===== config.mk =====
export PLATFORM = sky130hd
export DESIGN_NAME = serial_add_ctrl
export DESIGN_NICKNAME = d
export VERILOG_FILES = /design/src/rtl/serial_add_pkg.sv /design/src/rtl/serial_add_ctrl_bit_cell.sv /design/src/rtl/serial_add_ctrl.sv
export SDC_FILE = /design/constraint.sdc
export NUM_CORES = 1
export LEC_CHECK = 0
export CORE_MARGIN = 2
export CORE_UTILIZATION = 25
export DETAILED_ROUTE_END_ITERATION = 10
export GPL_TIMING_DRIVEN = 0
export PLACE_DENSITY = 0.49
export SLEW_MARGIN = 20
export SYNTH_ARGS = -nofsm -noshare
export SYNTH_HDL_FRONTEND = slang
export SYNTH_SLANG_ARGS = --single-unit

===== constraint.sdc =====
create_clock -name clk -period 1.6 [get_ports clk]
set_input_delay 0.4 -clock clk [delete_from_list [all_inputs] [get_ports clk]]
set_output_delay 0.4 -clock clk [all_outputs]
set_load 0.1 [all_outputs]

===== src/rtl/serial_add_pkg.sv =====
// Shared types and helpers for the bit-serial adder controller.
package serial_add_pkg;

  typedef enum logic [1:0] {IDLE, RUN, DONE} state_t;

  // Bit-position counter width; never below one bit so tiny widths still build.
  function automatic int cnt_width(input int width);
    return (width > 2) ? $clog2(width) : 1;
  endfunction

endpackage


===== src/rtl/serial_add_ctrl_bit_cell.sv =====
// 1-bit full adder assembled from two half-adder stages.
module bit_cell (
  input  logic a,
  input  logic b,
  input  logic c,
  output logic s,
  output logic co
);

  logic p;
  logic g;

  assign p  = a ^ b;
  assign g  = a & b;
  assign s  = p ^ c;
  assign co = g | (p & c);

endmodule


===== src/rtl/serial_add_ctrl.sv =====
// Bit-serial adder: steps one full-adder cell through WIDTH bit positions, LSB first,
// with valid/ready handshakes on both the operand and result sides.
module serial_add_ctrl
  import serial_add_pkg::*;
#(
  parameter int WIDTH = 8
) (
  input  logic             clk,
  input  logic             rst_n,
  input  logic             in_valid,
  output logic             in_ready,
  input  logic [WIDTH-1:0] a,
  input  logic [WIDTH-1:0] b,
  input  logic             cin,
  output logic             out_valid,
  input  logic             out_ready,
  output logic [WIDTH-1:0] sum,
  output logic             cout,
  output logic             busy
);

  localparam int            CW       = cnt_width(WIDTH);
  localparam logic [CW-1:0] CNT_LAST = CW'(WIDTH - 1);

  state_t           state;
  state_t           state_nxt;
  logic [WIDTH-1:0] ra;
  logic [WIDTH-1:0] rb;
  logic [WIDTH-1:0] rs;
  logic [WIDTH-1:0] rs_nxt;
  logic [CW-1:0]    cnt;
  logic             carry;
  logic             s;
  logic             c;
  logic             accept;
  logic             last;

  bit_cell u_cell (
    .a  (ra[0]),
    .b  (rb[0]),
    .c  (carry),
    .s  (s),
    .co (c)
  );

  // Handshake flags come straight from the state register.
  assign in_ready  = (state == IDLE);
  assign out_valid = (state == DONE);
  assign busy      = (state != IDLE);

  assign accept = in_valid && (state == IDLE);
  assign last   = (state == RUN) && (cnt == CNT_LAST);
  assign rs_nxt = {s, rs[WIDTH-1:1]};

  always_ff @(posedge clk or negedge rst_n) begin
    if (!rst_n) begin
      state <= IDLE;
    end else begin
      state <= state_nxt;
    end
  end

  always_comb begin
    state_nxt = state;
    case (state)
      IDLE:    if (in_valid) state_nxt = RUN;
      RUN:     if (cnt == CNT_LAST) state_nxt = DONE;
      DONE:    if (out_ready) state_nxt = IDLE;
      default: state_nxt = IDLE;
    endcase
  end

  // The last RUN cycle captures rs_nxt so the final sum bit lands with the result.
  always_ff @(posedge clk or negedge rst_n) begin
    if (!rst_n) begin
      ra    <= '0;
      rb    <= '0;
      rs    <= '0;
      cnt   <= '0;
      carry <= 1'b0;
      sum   <= '0;
      cout  <= 1'b0;
    end else if (accept) begin
      ra    <= a;
      rb    <= b;
      carry <= cin;
      cnt   <= '0;
    end else if (state == RUN) begin
      ra    <= ra >> 1;
      rb    <= rb >> 1;
      rs    <= rs_nxt;
      carry <= c;
      if (last) begin
        sum  <= rs_nxt;
        cout <= c;
      end else begin
        cnt <= cnt + CW'(1);
      end
    end
  end

endmodule


# --- Word-level counts from Yosys, hierarchy flattened ---
# Index checks and enable logic that the tools add are counted.
classes:
  reduce_logical: 9
  n_bitwise: 6
  add_sub_neg: 1
  muxes: 13
  n_eq_ne: 7
op_table:
  columns: ["op", "count"]
  rows:
  - ["two-way mux 8 bit", 4]
  - ["two-way mux 3 bit", 3]
  - ["two-way mux 2 bit", 3]
  - ["inequality test 2 bit, second input constant", 3]
  - ["one-hot mux 2 bit (3 select lines)", 1]
  - ["AND reduction 3 bit", 2]
  - ["AND reduction 2 bit", 2]
  - ["nonzero test 2 bit", 2]
  - ["adder 3 x 1 -> 3 bit, second input constant", 1]
  - ["equality test 3 bit, second input constant", 1]
  - ["bitwise AND 1 bit", 2]
  - ["equality test 2 x 1 -> 1 bit, second input constant", 1]
  - ["equality test 2 bit, second input constant", 1]
  - ["logical AND 1 bit", 2]
  - ["logical NOT 2 bit", 1]
  - ["two-way mux 1 bit", 2]
  - ["inequality test 2 x 1 -> 1 bit, second input constant", 1]
  - ["XOR 1 bit", 2]
  - ["NOT 1 bit", 1]
  - ["bitwise OR 1 bit", 1]
word_totals:
  reg_bits: 39

# --- Depth between registers and ports, before layout ---
logic_depth:
  word_depth: 5
  ltp_mapped: 6

# --- By module ---
# Synthesis repeated with hierarchy kept, for this count alone.
unflattened:
  cells_unflattened: 129
  area_unflattened_um2: 1746.7
modules_own_cells:
  columns: ["module", "area_each_um2", "cells_each", "n_inst", "seq_area_each_um2"]
  rows:
  - ["serial_add_ctrl", 1726.7, 128, 1, 950.9]
  - ["bit_cell", 20.0, 1, 1, 0.0]

# --- Worst setup path after synthesis ---
# Ideal clock, no wire load.
synth_timing:
  path_type: "flip-flop to output port"
  from: "reg state[1]"
  to: "out busy"
  arrival_ps: 2836
  required_time_ps: 1200
  stages_incl_launch_ff: 4
  setup_slack_ps: -1636
  n_path_buf: 1
  cell_sequence: "dfrtp_1 > buf_4 > nor2_1 > inv_1"
synth_via:
  elab_chain_len: 1
synth_rtl:
  columns: ["item", "line_no", "source"]
  rows:
  - ["start, declared", "serial_add_ctrl.sv:25", "state_t state;"]
  - ["start signal, assigned", "serial_add_ctrl.sv:59", "state <= state_nxt;"]
  - ["nonzero test 2 bit", "serial_add_ctrl.sv:49", "assign busy = (state != IDLE);"]
  - ["end, declared", "serial_add_ctrl.sv:19", "output logic busy"]
# No other way between the ends.

# --- Worst setup path in the final report ---
layout_timing:
  from: "reg state[0]"
  to: "out busy"
# Same word-level chain as after synthesis.

==> reports/qor.csv <==
stage,metric,value,unit
setup_path,Critical Path Start Type,flop,
global_routing,wire length of the first global-routing pass,6490,um
clock_tree,CTS Hold Bufs,0,
final_layout,Final Non-Filler Cells,274,
final_layout,fillers,685,
routing,Initial DRC Count,56,
setup_path,reg2reg start,cnt[0],
outcome,run status,finished with violations,
yosys,Syn. warnings,0,
floorplanning,DIE HEIGHT,87.3,um
yosys,syn_nets,173,
routing,routed vias,1289,
routing,Post-DRT Antenna Nets,0,
final_layout,Finished Core Util,34.1,%
outcome,violated checks,hold timing,
sta,Final period util,99.3,%
routing,vias per inst,4.70,
power,clock network fraction of total power,13.6,%
global_routing,all-layer global routing usage,11.2,%
power,Logic pwr share,53.1,%
power,PwrDens,2180,nW/um^2
yosys,post-synthesis register bit count,38,
sta,Final Max Tran Viols,0,
routing,routed wire length,3840,um
global_routing,largest net degree at the start of global routing,26,
global_routing,via count of the first global-routing pass,1301,
placement,dpl ws,-1.02,ns
yosys,Synth area leaders,"dfrtp_1, o22ai_1, mux2_4",
setup_path,required time worst endpoint,1.20,ns
setup_path,"Slowest-stage cell, CP",dfrtp_1,
setup_path,largest fanout on the critical path,6,
power,internal power,2710,uW
routing,routed length per instance,14.0,um
floorplanning,core area,6760,sq um
floorplanning,die area,7620,sq um
setup_path,CP Data Arrival Time,1.19,ns
clock_tree,CTS tree,done,
final_layout,area delta synth->final,32.8,%
placement,Post-DP HPWL,2700,um
yosys,ys async rst share,100,%
floorplanning,Initial Utilization,25.7,%
floorplanning,number of top-level pins,33,
yosys,register area share after synthesis,54.8,%
clock_tree,Clock Path Buffers,2,
setup_path,Critical Path End Type,output pin,
sta,# setup viols final,0,
final_layout,Final nets,217,
setup_path,FF-to-FF setup slack,0.11,ns
sta,"Hold Vio Cnt, Final",3,
final_layout,share of layout cells above drive strength 1,26.8,%
yosys,Syn Area/Cell,11.6,sq um
yosys,Synth top cells by count,"dfrtp_1, nand2_1, o22ai_1",
power,switch share,45.9,%
yosys,"Cell Area, Synth",1730,sq um
setup_path,Worst R2R End,sum[4],
sta,Worst slew margin,65.7,%
yosys,Synth Instances,149,
clock_tree,clk_lat worst skew,0.30,ns
power,Leak,0.00105,uW
final_layout,area occupied by multi-input gates,702,sq um
sta,fin crit period,1.59,ns
yosys,number of synthesized flops with an enable pin,0,
clock_tree,Sink Count,38,
clock_tree,CTS root buffer,clkbuf_8,
setup_path,crit-path cells,buf_6 -> nor2_4 -> inv_2 -> buf_12,
setup_path,delay of the slowest critical-path stage,0.38,ns
sta,Peak Freq,629,MHz
power,Worst VDD drop,877,uV
final_layout,antenna diode count,0,
routing,drt first pass iters,4,
sta,RSZ-0062 raised after global routing,true,
yosys,top_reg_cell synth,dfrtp_1,
global_routing,initial antenna violation count,0,
sta,Final WS setup,0.0108,ns
sta,clk_skew,0.00555,ns
yosys,Netlist cell types,30,
yosys,largest area contributor in the netlist,dfrtp_1,
setup_path,R2R depth,5,
clock_tree,TritonCTS Buffers,5,
power,Seq pwr share,33.3,%
sta,worst hold margin,-0.00176,ns
sta,worst-margin pin slew,0.515,ns
yosys,"count leader, synth",dfrtp_1,
routing,DRC viols,0,
worst_hold_path,Hold Crit Class,input pin to asynchronous set/reset pin,
yosys,top-area cell type share of the netlist area,54.8,%
floorplanning,Site Rows,30,
flow_run,max cap viols,0,
power,sw power,2300,uW
clock_tree,"Reg clk slew, reported paths",0.07,ns
placement,Final GP Congestion,0.751,
placement,Buffers on Ports,32,
setup_path,CP Class,flop to output pin,
global_routing,gr ovfl total,0,
final_layout,register area,951,sq um
floorplanning,Die X,87.3,um
placement,DP Cell Count,262,
clock_tree,H-tree depth,2,
-- routing by layer --
metal	share of wire [%]	routed length, um	track usage, %	vias up
met5	0	0	0	-
met4	2.5	97	5.45	0
met3	6.3	241	3.22	10
met2	41	1580	16.3	47
met1	50	1920	15.2	606
li1	-	-	-	626
-- placed cells by master (no fill, tap or decap), types with 6 or more instances in the layout --
cell             instances
nand2_1                 23
a21oi_1                 10
buf_2                   11
buf_4                    7
clkbuf_8                 6
dfrtp_1                 38
o22ai_1                 22
mux2_4                   9
clkdlybuf4s50_1         19
a2bb2oi_1                6
-- per-stage QoR --
stage	TNS, ns	cell area [sq um]	power [uW]
final	0	2300	5020
after global routing	-0.0712	2300	5380
after CTS	-0.0230	2290	5030
after detailed placement	-7.30	2180	4350
after global placement	-39.24	2160	4300
after floorplan	-0.816	1740	3730
-- how the worst max path moves through the flow --
| stage | startpoint | end | cells past startpoint |
|---|---|---|---|
| 2_1_floorplan | state[1] | busy | 3 |
| 3_3_place_gp | state[1] | out_valid | 5 |
| 3_5_place_dp | state[1] | out_valid | 5 |
| 4_1_cts | state[1] | busy | 4 |
| 5_1_grt | state[0] | busy | 4 |
| 6_report | state[0] | busy | 4 |
-- power by group through the flow --
stage               clock network (uW)  registers [uW]  logic, uW
finish                             681            1670       2660
global route                       747            1740       2890
CTS                                708            1680       2640
detailed placement                   0            1690       2650
global placement                     0            1680       2610
floorplan                            0            2330       1400
-- cell families (layout without fill, tap and decap cells) --
kind of cell             Yosys count  in the layout  share of synthesized area (%)
AO/OA/AOI/OAI                     47             47                           18.2
adder cells (fa/ha/maj)            3              3                           2.60
buffers and inverters             14             59                           5.70
flip-flops                        38             38                           54.8
multiplexers                       9              9                           7.79
AND/OR/NAND/NOR                   38             38                           10.9
-- worst max-delay path, delay by kind of cell (launching register included) --
family | cells | cell delay (ns)
flip-flops | 1 | 0.38
buffers and inverters | 3 | 0.36
AND/OR/NAND/NOR | 1 | 0.15
-- final cells by class --
class	instances	share of cell area, %
multi-input cells	97	30.5
plain buffers	9	3.32
clock inverters	1	0.217
inverters	3	1.03
well taps	80	4.35
flip-flops and latches	38	41.3
repair buffers	39	15.5
clock buffers	7	3.75
-- repair_timing --
action,CTS,global route
setup buffers,3,3
setup endpoints to repair,12,14
resized for setup,69,9
pin swaps,1,1
cloned,0,0
hold endpoints to repair,0,0
-- flip-flops by register name, summed over array words and instances (netlist names) --
| register | cells |
|---|---|
| sum | 8 |
| cnt | 3 |
| rb | 8 |
| cout | 1 |
| state | 2 |
| carry | 1 |
| ra | 8 |
| rs | 7 |
Note: power is estimated with default switching activity, not from simulation.
